[src/rtl/eth_frame_detector_pkg.sv]
// ---------------------------------------------------------------------------
// eth_frame_detector_pkg
// Shared constants and types for the Ethernet frame detector result stage and
// the downstream register/log block.
//   state_e      : per-direction frame tracking state (IDLE / CAPTURE / DROP)
//   C_EXT_MAX    : largest supported number of extraction bytes per frame
//   C_*_W        : field widths of the published result
// ---------------------------------------------------------------------------
package eth_frame_detector_pkg;

    typedef enum logic [1:0] {
        ST_IDLE    = 2'd0,
        ST_CAPTURE = 2'd1,
        ST_DROP    = 2'd2
    } state_e;

    localparam int unsigned C_EXT_MAX     = 16;
    localparam int unsigned C_PAT_W       = 4;
    localparam int unsigned C_ID_W        = 2;
    localparam int unsigned C_EXT_NUM_W   = 5;
    localparam int unsigned C_EXT_DATA_W  = 128;

endpackage

[src/rtl/eth_frame_detector_result_if.sv]
// ---------------------------------------------------------------------------
// eth_frame_detector_result_if
// Groups the comparator byte stream (towards the result stage) and the
// published result (towards the register/log block).
//   frame_valid/last/error, pattern_match, ext_en, ext_byte : byte stream
//   match, match_id, match_ext_num, match_ext_data           : result
// Modports:
//   master : drives the byte stream, observes the result
//   slave  : the result stage itself
// ---------------------------------------------------------------------------
interface eth_frame_detector_result_if;
    import eth_frame_detector_pkg::*;

    logic                     frame_valid;
    logic                     frame_last;
    logic                     frame_error;
    logic [C_PAT_W-1:0]       pattern_match;
    logic                     ext_en;
    logic [7:0]               ext_byte;

    logic [C_PAT_W-1:0]       match;
    logic [C_ID_W-1:0]        match_id;
    logic [C_EXT_NUM_W-1:0]   match_ext_num;
    logic [C_EXT_DATA_W-1:0]  match_ext_data;

    modport master (
        output frame_valid, frame_last, frame_error, pattern_match, ext_en, ext_byte,
        input  match, match_id, match_ext_num, match_ext_data
    );

    modport slave (
        input  frame_valid, frame_last, frame_error, pattern_match, ext_en, ext_byte,
        output match, match_id, match_ext_num, match_ext_data
    );

endinterface

[src/rtl/eth_frame_detector_ext_buffer.sv]
// ---------------------------------------------------------------------------
// eth_frame_detector_ext_buffer
// Collects flagged extraction bytes of one frame into byte lanes.
//   clk, rst (async, active-high), srst (sync soft reset)
//   wr_en    : byte present and flagged for extraction
//   wr_byte  : byte value
//   clr      : end of frame; buffer and count return to zero after this cycle
//   num_mrg  : byte count including this cycle's write (combinational)
//   data_mrg : lanes including this cycle's write (combinational)
// The merged outputs let the parent publish a byte that arrives on the last
// beat in the same cycle the buffer is cleared.
// ---------------------------------------------------------------------------
module eth_frame_detector_ext_buffer
    import eth_frame_detector_pkg::*;
#(
    parameter int unsigned C_EXT_BYTES = 16
) (
    input  logic                    clk,
    input  logic                    rst,
    input  logic                    srst,
    input  logic                    wr_en,
    input  logic [7:0]              wr_byte,
    input  logic                    clr,
    output logic [C_EXT_NUM_W-1:0]  num_mrg,
    output logic [C_EXT_DATA_W-1:0] data_mrg
);

    logic [C_EXT_MAX-1:0][7:0] lane_q, lane_d, lane_mrg;
    logic [C_EXT_NUM_W-1:0]    count_q, count_d;
    logic [C_EXT_MAX-1:0]      lane_we;
    logic                      wr_ok;

    always_comb begin
        // Saturate: bytes beyond C_EXT_BYTES are dropped silently.
        wr_ok   = wr_en && (count_q < C_EXT_NUM_W'(C_EXT_BYTES));
        lane_we = '0;
        for (int unsigned i = 0; i < C_EXT_MAX; i++) begin
            lane_we[i] = wr_ok && (count_q == C_EXT_NUM_W'(i));
        end
        lane_mrg = lane_q;
        for (int unsigned i = 0; i < C_EXT_MAX; i++) begin
            if (lane_we[i]) begin
                lane_mrg[i] = wr_byte;
            end
        end
        num_mrg  = wr_ok ? count_q + 1'b1 : count_q;
        data_mrg = lane_mrg;
        count_d  = clr ? '0 : num_mrg;
        lane_d   = clr ? '0 : lane_mrg;
    end

    always_ff @(posedge clk or posedge rst) begin
        if (rst) begin
            lane_q  <= '0;
            count_q <= '0;
        end else if (srst) begin
            lane_q  <= '0;
            count_q <= '0;
        end else begin
            lane_q  <= lane_d;
            count_q <= count_d;
        end
    end

endmodule

[src/rtl/eth_frame_detector_result.sv]
// ---------------------------------------------------------------------------
// eth_frame_detector_result
// Result stage of the Ethernet frame detector (one instance per direction).
// Tracks frame state, collects extraction bytes and, at the end of a good
// frame with at least one enabled pattern match, publishes the masked match
// flags, the extracted bytes and a rolling 2-bit event ID.
//   clk       : clock, rising edge
//   rst       : asynchronous active-high reset
//   srst      : synchronous soft reset, same effect as rst
//   match_en  : per-pattern enable, sampled on the last beat only
//   fd        : byte stream in / registered result out (slave modport)
// Outputs change only on a publish and are held otherwise.
// ---------------------------------------------------------------------------
module eth_frame_detector_result
    import eth_frame_detector_pkg::*;
#(
    parameter int unsigned C_EXT_BYTES = 16
) (
    input  logic                clk,
    input  logic                rst,
    input  logic                srst,
    input  logic [C_PAT_W-1:0]  match_en,
    eth_frame_detector_result_if.slave fd
);

    state_e                   state_q, state_d;
    logic [C_PAT_W-1:0]       match_q, match_d;
    logic [C_ID_W-1:0]        match_id_q, match_id_d;
    logic [C_EXT_NUM_W-1:0]   ext_num_q, ext_num_d;
    logic [C_EXT_DATA_W-1:0]  ext_data_q, ext_data_d;

    logic [C_PAT_W-1:0]       m;
    logic                     errored;
    logic                     publish;
    logic [C_EXT_NUM_W-1:0]   num_mrg;
    logic [C_EXT_DATA_W-1:0]  data_mrg;
    logic                     eof;
    logic                     wr_en;

    assign eof   = fd.frame_valid & fd.frame_last;
    assign wr_en = fd.frame_valid & fd.ext_en;

    eth_frame_detector_ext_buffer #(
        .C_EXT_BYTES (C_EXT_BYTES)
    ) u_ext_buffer (
        .clk      (clk),
        .rst      (rst),
        .srst     (srst),
        .wr_en    (wr_en),
        .wr_byte  (fd.ext_byte),
        .clr      (eof),
        .num_mrg  (num_mrg),
        .data_mrg (data_mrg)
    );

    always_comb begin
        state_d    = state_q;
        match_d    = match_q;
        match_id_d = match_id_q;
        ext_num_d  = ext_num_q;
        ext_data_d = ext_data_q;
        m          = fd.pattern_match & match_en;
        // An error on the last beat itself also spoils the frame.
        errored    = (state_q == ST_DROP) || fd.frame_error;
        publish    = 1'b0;

        if (fd.frame_valid) begin
            case (state_q)
                ST_IDLE:    state_d = fd.frame_error ? ST_DROP : ST_CAPTURE;
                ST_CAPTURE: if (fd.frame_error) state_d = ST_DROP;
                ST_DROP:    state_d = ST_DROP;
                default:    state_d = ST_IDLE;
            endcase
            if (fd.frame_last) begin
                state_d = ST_IDLE;
                publish = !errored && (m != '0);
            end
        end

        if (publish) begin
            match_d    = m;
            match_id_d = match_id_q + 1'b1;
            ext_num_d  = num_mrg;
            ext_data_d = data_mrg;
        end
    end

    always_ff @(posedge clk or posedge rst) begin
        if (rst) begin
            state_q    <= ST_IDLE;
            match_q    <= '0;
            match_id_q <= '0;
            ext_num_q  <= '0;
            ext_data_q <= '0;
        end else if (srst) begin
            state_q    <= ST_IDLE;
            match_q    <= '0;
            match_id_q <= '0;
            ext_num_q  <= '0;
            ext_data_q <= '0;
        end else begin
            state_q    <= state_d;
            match_q    <= match_d;
            match_id_q <= match_id_d;
            ext_num_q  <= ext_num_d;
            ext_data_q <= ext_data_d;
        end
    end

    assign fd.match          = match_q;
    assign fd.match_id       = match_id_q;
    assign fd.match_ext_num  = ext_num_q;
    assign fd.match_ext_data = ext_data_q;

endmodule
[src/flat_wrapper.sv]
// flat-port wrapper written by rule: the top's interface ports become plain ports
module eth_frame_detector_result_flat import eth_frame_detector_pkg::*;
#(
    parameter int unsigned C_EXT_BYTES = 16
)
  (clk, rst, srst, match_en, fd_frame_valid, fd_frame_last, fd_frame_error, fd_pattern_match, fd_ext_en, fd_ext_byte, fd_match, fd_match_id, fd_match_ext_num, fd_match_ext_data);
  eth_frame_detector_result_if fd_i ();
  input  logic clk;
  input  logic rst;
  input  logic srst;
  input  logic [C_PAT_W-1:0] match_en;
  input wire logic [$bits(fd_i.frame_valid)-1:0] fd_frame_valid;
  input wire logic [$bits(fd_i.frame_last)-1:0] fd_frame_last;
  input wire logic [$bits(fd_i.frame_error)-1:0] fd_frame_error;
  input wire logic [$bits(fd_i.pattern_match)-1:0] fd_pattern_match;
  input wire logic [$bits(fd_i.ext_en)-1:0] fd_ext_en;
  input wire logic [$bits(fd_i.ext_byte)-1:0] fd_ext_byte;
  output wire logic [$bits(fd_i.match)-1:0] fd_match;
  output wire logic [$bits(fd_i.match_id)-1:0] fd_match_id;
  output wire logic [$bits(fd_i.match_ext_num)-1:0] fd_match_ext_num;
  output wire logic [$bits(fd_i.match_ext_data)-1:0] fd_match_ext_data;
  assign fd_i.frame_valid = fd_frame_valid;
  assign fd_i.frame_last = fd_frame_last;
  assign fd_i.frame_error = fd_frame_error;
  assign fd_i.pattern_match = fd_pattern_match;
  assign fd_i.ext_en = fd_ext_en;
  assign fd_i.ext_byte = fd_ext_byte;
  assign fd_match = fd_i.match;
  assign fd_match_id = fd_i.match_id;
  assign fd_match_ext_num = fd_i.match_ext_num;
  assign fd_match_ext_data = fd_i.match_ext_data;
  eth_frame_detector_result #(.C_EXT_BYTES(C_EXT_BYTES)) u_core (.clk(clk), .rst(rst), .srst(srst), .match_en(match_en), .fd(fd_i));
endmodule
[config.mk]
export PLATFORM = sky130hd
export DESIGN_NAME = eth_frame_detector_result_flat
export DESIGN_NICKNAME = d
export VERILOG_FILES = /design/src/rtl/eth_frame_detector_pkg.sv /design/src/rtl/eth_frame_detector_result_if.sv /design/src/rtl/eth_frame_detector_ext_buffer.sv /design/src/rtl/eth_frame_detector_result.sv /design/src/flat_wrapper.sv
export SDC_FILE = /design/constraint.sdc
export NUM_CORES = 1
export LEC_CHECK = 0
export CAP_MARGIN = 20
export CORE_AREA = 3 3 142 144
export CTS_CLUSTER_DIAMETER = 120
export DETAILED_ROUTE_END_ITERATION = 10
export DIE_AREA = 0 0 145 147
export GPL_TIMING_DRIVEN = 0
export PLACE_DENSITY = 0.92
export REMOVE_ABC_BUFFERS = 1
export SETUP_SLACK_MARGIN = 0.02
export SYNTH_ARGS = -nofsm -noshare
export SYNTH_HDL_FRONTEND = slang
export SYNTH_SLANG_ARGS = --single-unit
[constraint.sdc]
create_clock -name clk -period 25.4 [get_ports clk]
set_input_delay 5.08 -clock clk [delete_from_list [all_inputs] [get_ports clk]]
set_output_delay 5.08 -clock clk [all_outputs]
set_load 0.1 [all_outputs]
After elaboration in Yosys (flattened, before gate mapping). Index checks and enable logic that the tools add are counted. Widths: inputs -> output; s select.

Order comparisons: 1. Multiply operators: 0. Equal/unequal tests: 18. Reductions and logical operators: 26. Div/mod/pow operators: 0. Shift-type cells: 0. Muxes and demuxes: 37. $add $sub $neg: 2. Bitwise operators: 3.

Operator list (count): $mux 128 (4); $mux 8 (16); $eq 5x4->1 const B (8); $mux 5 (5); $eq 5x3->1 const B (4); $logic_and 1x1->1 (18); $mux 2 (7); $eq 5x2->1 const B (2); $mux 4 (2); $pmux 2 s3 (1); $add 5x1->5 const B (1); $eq 5x1->1 const B (1); $logic_not 5->1 (1); $lt 5x5->1 const B (1); $and 4x4->4 (1); $ne 4x4->1 const B (1); $reduce_bool 2->1 (2); $reduce_bool 4->1 (1); $add 2x1->2 const B (1); $and 1x1->1 (2); $eq 2x1->1 const B (1); $eq 2x2->1 const B (1); $logic_not 2->1 (1); $mux 1 (2); 3 further kinds (3).

Memory bits (writable): 0. Memory bits (read-only): 0. Bits in latches: 0. Logic and storage cells: 109. Memories kept: 0. Output and inout bits: 139. Input bits: 23. Flip-flop bits (word level): 274.

Depth between registers and ports, before layout. Gate-level depths: netlist of the first run.

Word-level depth: 8. Gate-level depth with buffers: 7. Gate-level depth less buffers: 6.

By module. A second synthesis of the first run with hierarchy kept.

Cells, all modules: 1250. Area total of the unflattened synthesis: 14422.6 µm².

By module, submodules not included: eth_frame_detector_result (cells an instance 632, times used 1, area each 7215.7 µm², seq. area each 3528.4 µm²); eth_frame_detector_ext_buffer (cells an instance 618, times used 1, area each 7206.9 µm², seq. area each 3328.2 µm²).

Worst setup path after synthesis of the first run. OpenSTA, ideal clock, no wires.

Kind: input -> register. Start: in fd_pattern_match[1]. End: reg u_core.match_id_q[1] (netlist: u_core.fd.match_id[1]). Setup slack: 18.970 ns. Path buffers: 1. Data arrival time: 6.309 ns. Library setup time: 0.120 ns. Stages on the path: 5. Path through: a22oi_1 > a2111oi_4 > clkbuf_1 > a21oi_1 > a31o_2.

Cells in the longest elaborated chain, start to end: 6.

RTL lines: from (decl) (line flat_wrapper.sv:15) `input wire logic [$bits(fd_i.pattern_match)-1:0] fd_pattern_match;`; $and 4x4->4 (line eth_frame_detector_result.sv:62) `m = fd.pattern_match & match_en;`; $reduce_bool 4->1 (line eth_frame_detector_result.sv:76) `publish = !errored && (m != '0);`; $logic_and 1x1->1 (line eth_frame_detector_result.sv:76); $mux 1 (line eth_frame_detector_result.sv:74) `if (fd.frame_last) begin`; $mux 1 (line eth_frame_detector_result.sv:67) `if (fd.frame_valid) begin`; $reduce_bool 2->1 (no source line); to (signal assigned) (line eth_frame_detector_result.sv:104) `match_id_q <= match_id_d;`; to (decl) (line eth_frame_detector_result.sv:28) `logic [C_ID_W-1:0] match_id_q, match_id_d;`.

Every way passes these cells. A chain may end at the register's enable or synchronous reset.

Worst setup path after layout of the first run.
Start: in fd_frame_valid. End: reg u_core.ext_data_q[46] (netlist: u_core.fd.match_ext_data[46]).

Cells in the longest elaborated chain, start to end: 6. Elaborated cells between the ends (all ways): 8.

RTL lines: from (decl) (line flat_wrapper.sv:12) `input wire logic [$bits(fd_i.frame_valid)-1:0] fd_frame_valid;`; $and 1x1->1 (line eth_frame_detector_result.sv:41) `assign wr_en = fd.frame_valid & fd.ext_en;`; $logic_and 1x1->1 (line eth_frame_detector_ext_buffer.sv:35) `wr_ok = wr_en && (count_q < C_EXT_NUM_W'(C_EXT_BYTES));`; $logic_and 1x1->1 (line eth_frame_detector_ext_buffer.sv:38) `lane_we[i] = wr_ok && (count_q == C_EXT_NUM_W'(i));`; $mux 8 (line eth_frame_detector_ext_buffer.sv:42) `if (lane_we[i]) begin`; $mux 128 (line eth_frame_detector_result.sv:80) `if (publish) begin`; $mux 128 (line eth_frame_detector_result.sv:95) `end else if (srst) begin`; to (signal assigned) (line eth_frame_detector_result.sv:106) `ext_data_q <= ext_data_d;`; to (decl) (line eth_frame_detector_result.sv:30) `logic [C_EXT_DATA_W-1:0] ext_data_q, ext_data_d;`.

Several ways; a longest one is shown, not always the timed one. The select of a mux whose other input is x is not followed.

==> out/results.ini, run 1 <==
[worst_hold_path]
hp-class=reg2reg

[timing]
rsz0062_at_grt=no
relSlewSlack_pct=23.4
finalClockSkew_ns=0.0120
max_clock_freq_ghz=0.125
setup_tns_ns=0
finalSetupViolCount=0
hold_viol_final=0
tightest_slew_ns=1.15
fin_crit_sh_pct=31.6
period_minus_slack_ns=8.02
slew_viol_final=0

[power]
leakage_nw=6.12
vdd_drop_max_mv=0.0588
total_power_mw=1.02
power_density_nw_per_um2=73.9

[clock_network]
cts_resized=0
cts_inserted_buffers=27
ctsHoldBuffers=0
clk_latency_ns=0.51
cts_max_path_buffers=3
cts_tree=yes
cts.clk_slew.worst_paths_ns=0.06
cts_root_buf=clkbuf_16
cts_setup_buffers=0
cts.sinks=274
cts_max_level=1

[setup_path]
worstPathRequired_ns=25.83
path_cells=clkdlybuf4s50_1 -> nand2_1 -> a2111oi_4 -> buf_6 -> buf_6 -> buf_6 -> buf_6 -> buf_8 -> o21ai_0 -> a21oi_1
slowest_stage=a2111oi_4
critPathArrivalTime_ns=8.45
critPathMaxFanout=22
crit_top_cell=buf_6
rrSetupSlack_ns=22.37
crit_path_end_kind=flip-flop
crit_type=in2reg
slowest_delay_ns=0.94
startpoint_type=input port

[place]
detailed_place_hpwl_um=16400
place_congestion=0.782
portBuffers=161

[global_routing]
grt_pass1_vias=8203
grtUsageTotal_pct=25.1
grt_pass1_wl_um=43700
grt_overflow_total=0
antenna_found_initial=0
grt_max_degree=134

[yosys]
synth_fa_ha_area_share_pct=1.14
seq_area_frac_synth_pct=62.5
synth_top_area_share_pct=62.5
synth_top_family_by_area=compound AO/OA/AOI/OAI gates
synthSimpleGateAreaFrac_pct=8.16
synth_mux_area_share_pct=11.8
synthDistinctLibCells=35
synthCells=965
yosys_warnings=0
synthFlopType=dfrtp_1
yosysTopAreaCell=dfrtp_1
synth_area_leaders=dfrtp_1 62%, mux2i_1 12%, a21oi_1 5.8%
syn_area_um2=11000
synthArstFlopShare_pct=100
synth_compound_area_share_pct=13.0
syn_avg_cell_area_um2=11.4
synthXorXnorAreaFrac_pct=0.319
ys_seq_elements=274
synth-edff-count=0

[routing]
drc=0
wl_per_cell_um=19.6
drt_iter0_drc=518
drt-total-wl_um=27000
drtPass1Iterations=5
vias_per_cell=5.76
postRouteAntennaNets=0
routed-via-count=7948

[layout]
layout-drive-gt1-share_pct=7.32
nNetsFinal=1134
n_antenna_cell=0
nFillCells=1243
final_common_cell=dfrtp_1
area_growth_syn_to_layout_pct=26.3
final_cell_mix=274 x dfrtp_1, 161 x clkdlybuf4s50_1, 152 x nor2_1, 129 x mux2i_1, 127 x a21oi_1

[die]
die_w_um=145
core_um2=18800
rows=50
dieHeight_um=147
ios=162
dieArea_um2=21300
start_util_pct=58.3

[run_status]
outcome=complete, no violations

[job]
maxCapViolations=0

-- report_power, final --
group / internal [mW] / switching, mW / leakage (nW) / total [mW]
clock network: 0.264 / 0.164 / 0.468 / 0.428
logic: 0.0306 / 0.113 / 1.86 / 0.143
registers: 0.447 / 0.00633 / 3.79 / 0.453
total: 0.742 / 0.283 / 6.12 / 1.02
-- worst max-delay path: cells and delay by family --
family	cells	cell delay, ns
buf+inv	6	1.87
simple gates	1	0.28
compound gates	3	1.19
-- cells in the mapped netlist, drive strengths merged, types with 3 or more instances --
cell,n
nand3b,3
buf,31
mux2i,129
a21oi,127
clkbuf,42
inv,7
o21ai,121
ha,10
nand3,7
a211oi,13
dfrtp,274
nor2,165
nand2,12
-- flip-flops by register name (all words and copies together), names as in the netlist --
| signal | cells |
|---|---|
| u_core.fd.match_ext_data | 128 |
| u_core.u_ext_buffer.lane_q | 128 |
| u_core.fd.match_ext_num | 5 |
| u_core.u_ext_buffer.count_q | 5 |
| u_core.fd.match | 4 |
| u_core.fd.match_id | 2 |
| u_core.state_q | 2 |
-- area by class of cell --
type                    instances  area (um2)  share of cell area [%]
clock buffers                  34         732                    5.28
well taps                     260         325                    2.35
clock inverters                14         225                    1.62
repair buffers                180        1910                    13.7
flip-flops and latches        274        6860                    49.5
inverters                       7        36.3                   0.262
multi-input cells             611        3780                    27.3
-- kinds of logic (layout without fill, tap and decap cells) --
kind of cell | after synthesis | count (layout)
AOI/OAI and AO/OA | 269 | 269
xor gates and xnor gates | 4 | 4
adders and majority gates | 10 | 10
buffers and inverters | 80 | 235
DFF | 274 | 274
muxes | 129 | 129
and+or+nand+nor | 199 | 199
-- routing by layer --
| metal | vias to the layer above | wire, um | GRT usage [%] |
|---|---|---|---|
| li1 | 3609 | - | - |
| met1 | 4041 | 11700 | 34.8 |
| met2 | 260 | 13500 | 43.3 |
| met3 | 38 | 1350 | 3.27 |
| met4 | 0 | 486 | 5.65 |
| met5 | - | 0 | 0 |
-- through the flow --
step | setup slack (ns) | hold WS (ns) | cells | utilization (%) | area [um2]
floorplan | 12.77 | 0.481 | 892 | - | 10700
global placement | 9.86 | 0.492 | 1313 | 66.9 | 12600
detailed placement | 16.91 | 0.505 | 1332 | 68.5 | 12900
CTS | 17.43 | 0.518 | 1380 | 73.6 | 13900
global route | 17.15 | 0.535 | 1380 | 73.6 | 13900
finish | 17.38 | 0.515 | 1380 | 73.6 | 13900
-- path summary, 6_finish.rpt --
kind,start,endpoint,cells past startpoint
min in group asynchronous,rst,u_core.u_ext_buffer.lane_q[108],2
setup / recovery,fd_frame_valid,u_core.fd.match_ext_data[46],10
max in group asynchronous,rst,u_core.u_ext_buffer.lane_q[36],3
setup reg to reg,u_core.state_q[0],u_core.fd.match_ext_data[46],10
hold / removal,u_core.u_ext_buffer.lane_q[24],u_core.u_ext_buffer.lane_q[24],2
hold reg to reg,u_core.u_ext_buffer.lane_q[24],u_core.u_ext_buffer.lane_q[24],2
No activity file was read; power rests on OpenSTA's default activity.
==> run 2: changes to the inputs <==
--- a/config.mk
+++ b/config.mk
@@ -6,12 +6,12 @@
 export NUM_CORES = 1
 export LEC_CHECK = 0
 export CAP_MARGIN = 20
-export CORE_AREA = 3 3 142 144
+export CORE_AREA = 3 3 147 149
 export CTS_CLUSTER_DIAMETER = 120
 export DETAILED_ROUTE_END_ITERATION = 10
-export DIE_AREA = 0 0 145 147
+export DIE_AREA = 0 0 150 152
 export GPL_TIMING_DRIVEN = 0
-export PLACE_DENSITY = 0.92
+export PLACE_DENSITY = 0.87
 export REMOVE_ABC_BUFFERS = 1
 export SETUP_SLACK_MARGIN = 0.02
 export SYNTH_ARGS = -nofsm -noshare
==> constraint.sdc (replaced) <==
create_clock -name clk -period 7.4 [get_ports clk]
set_input_delay 1.48 -clock clk [delete_from_list [all_inputs] [get_ports clk]]
set_output_delay 1.48 -clock clk [all_outputs]
set_load 0.1 [all_outputs]
==> out/results.ini, run 2 (synthesis results as in run 1) <==
[run_status]
outcome=complete, no violations

[power]
p_switching_uw=953  ; +240%
pwr-share-comb_pct=14.5  ; +0.5 points
seqPwrFrac_pct=45.9  ; +1.7 points
vdd_drop_max_mv=0.181  ; +210%
power_density_nw_per_um2=246  ; +230%
intPower_mw=2.44  ; +230%
leakage_nw=6.07  ; -0.77%
switching_share_pct=28.1  ; +0.51 points
pwr-share-clk_pct=39.6  ; -2.2 points

[place]
place_congestion=0.754  ; -3.6%
dpl.cell_count=1341  ; +0.68%
portBuffers=161  ; unchanged
detailed_place_hpwl_um=16200  ; -1.2%

[die]
dieArea_um2=22800  ; +7.0%
rows=52  ; +4.0%
start_util_pct=54.1  ; -4.2 points
die_w_um=150  ; +3.4%
dieHeight_um=152  ; +3.4%
ios=162  ; unchanged
core_um2=20300  ; +7.8%

[setup_path]
startpoint_type=input port
crit_type=in2reg
crit_path_end_kind=flip-flop
worstPathRequired_ns=7.82  ; -18.01 ns
critPathArrivalTime_ns=4.80  ; -3.65 ns
critPathMaxFanout=24  ; +9.1%

[layout]
nFillCells=1519  ; +22%
utilization_pct=67.8  ; -5.8 points
multiInputGateArea_um2=3780  ; unchanged
area_growth_syn_to_layout_pct=25.5
final_cell_mix=274 x dfrtp_1, 161 x clkdlybuf4s50_1, 152 x nor2_1, 129 x mux2i_1, 127 x a21oi_1
regArea_um2=6860  ; unchanged
final_cell_count_no_fill=1388  ; +0.58%
final_common_cell=dfrtp_1
layout-drive-gt1-share_pct=6.71  ; -0.61 points
nNetsFinal=1133  ; -0.088%
n_antenna_cell=0  ; unchanged

[timing]
fin_crit_sh_pct=59.1
max_clock_freq_ghz=0.229
finalSetupViolCount=0  ; unchanged
relSlewSlack_pct=25.7  ; +2.3 points
rsz0062_at_grt=no
finalClockSkew_ns=0.00600  ; -0.00597 ns
hold_viol_final=0  ; unchanged
period_minus_slack_ns=4.38
tightest_slew_ns=1.11  ; -0.0338 ns
slew_viol_final=0  ; unchanged

[routing]
routed-via-count=7783  ; -2.1%
drt_iter0_drc=465  ; -10%
drt-total-wl_um=26500  ; -1.9%
drc=0  ; unchanged
wl_per_cell_um=19.1  ; -2.5%
vias_per_cell=5.61  ; -2.6%
postRouteAntennaNets=0  ; unchanged
drtPass1Iterations=5  ; unchanged

[clock_network]
cts.sinks=274  ; unchanged
cts.clk_slew.worst_paths_ns=0.06  ; about the same
cts_inserted_buffers=27  ; unchanged
cts_resized=0  ; unchanged
cts_setup_buffers=0  ; unchanged
ctsHoldBuffers=0  ; unchanged
cts_root_buf=clkbuf_16
clk_latency_ns=0.51  ; about the same
cts_tree=yes
cts_max_path_buffers=3  ; unchanged
cts_max_level=1  ; unchanged

[worst_hold_path]
hp-class=reg2reg

[global_routing]
grt_pass1_wl_um=42700  ; -2.4%
antenna_found_initial=0  ; unchanged
grtUsageTotal_pct=23.1  ; -2.1 points
grt_overflow_total=0  ; unchanged
grt_max_degree=139  ; +3.7%
grt_pass1_vias=8010  ; -2.4%

[job]
maxCapViolations=0  ; unchanged

## run 2: cell types whose count changed in the layout (fill, tap and decap cells not counted), sizes merged
cell      delta
clkbuf       +8
clkinvlp     -2
clkinv       -3
buf          -1
bufinv       -4
## run 2: final cells by class
class                   count  share of cell area [%]
inverters                   7                   0.263
multi-input cells         611                    27.4
flip-flops and latches    274                    49.8
well taps                 270                    2.45
repair buffers            179                    13.8
clock inverters             5                   0.545
clock buffers              42                    5.75
## run 2: power by group through the flow
stage / combinational [mW] / clock [mW] / sequential (mW)
global placement: 0.475 / 0 / 1.58
global route: 0.513 / 1.43 / 1.56
CTS: 0.494 / 1.36 / 1.56
finish: 0.490 / 1.34 / 1.56
floorplan: 0.0997 / 0 / 1.82
detailed placement: 0.492 / 0 / 1.58
## run 2: final timing paths
kind                                                 from                        endpoint  slack [ns]  cells after the start
setup reg to reg                        u_core.state_q[0]     u_core.fd.match_ext_data[3]        4.45                     10
hold / removal             u_core.u_ext_buffer.lane_q[32]  u_core.u_ext_buffer.lane_q[32]        0.51                      2
max in group asynchronous                             rst    u_core.fd.match_ext_data[55]        5.25                      3
min in group asynchronous                             rst    u_core.fd.match_ext_data[95]        1.28                      2
setup / recovery                           fd_frame_valid     u_core.fd.match_ext_data[3]        3.02                     10
hold reg to reg            u_core.u_ext_buffer.lane_q[32]  u_core.u_ext_buffer.lane_q[32]        0.51                      2
## run 2: routing by layer
layer,vias up,share of wire [%],global-route usage [%]
li1,3592,-,-
met4,0,2.0,5.62
met2,227,47,37.2
met1,3922,45,33.2
met3,42,5.5,3.75
met5,-,0,0
## run 2: metrics by stage
stage	setup slack, ns	total power [mW]	area (um2)	TNS (ns)	hold slack (ns)
CTS	3.08	3.41	13800	0	0.520
global placement	-4.62	2.06	12600	-2186.15	0.492
global route	2.92	3.50	13800	0	0.533
detailed placement	2.55	2.07	12900	0	0.504
finish	3.02	3.39	13800	0	0.512
floorplan	-1.63	1.92	10700	-525.09	0.481
## run 2: critical path: stages
cell and delay [ns]:
clkdlybuf4s50_1 0.82, nand2_1 0.29, a2111oi_4 0.79, buf_6 0.25
buf_6 0.20, buf_6 0.20, buf_6 0.21, buf_6 0.22
o21ai_0 0.11, a21oi_1 0.21
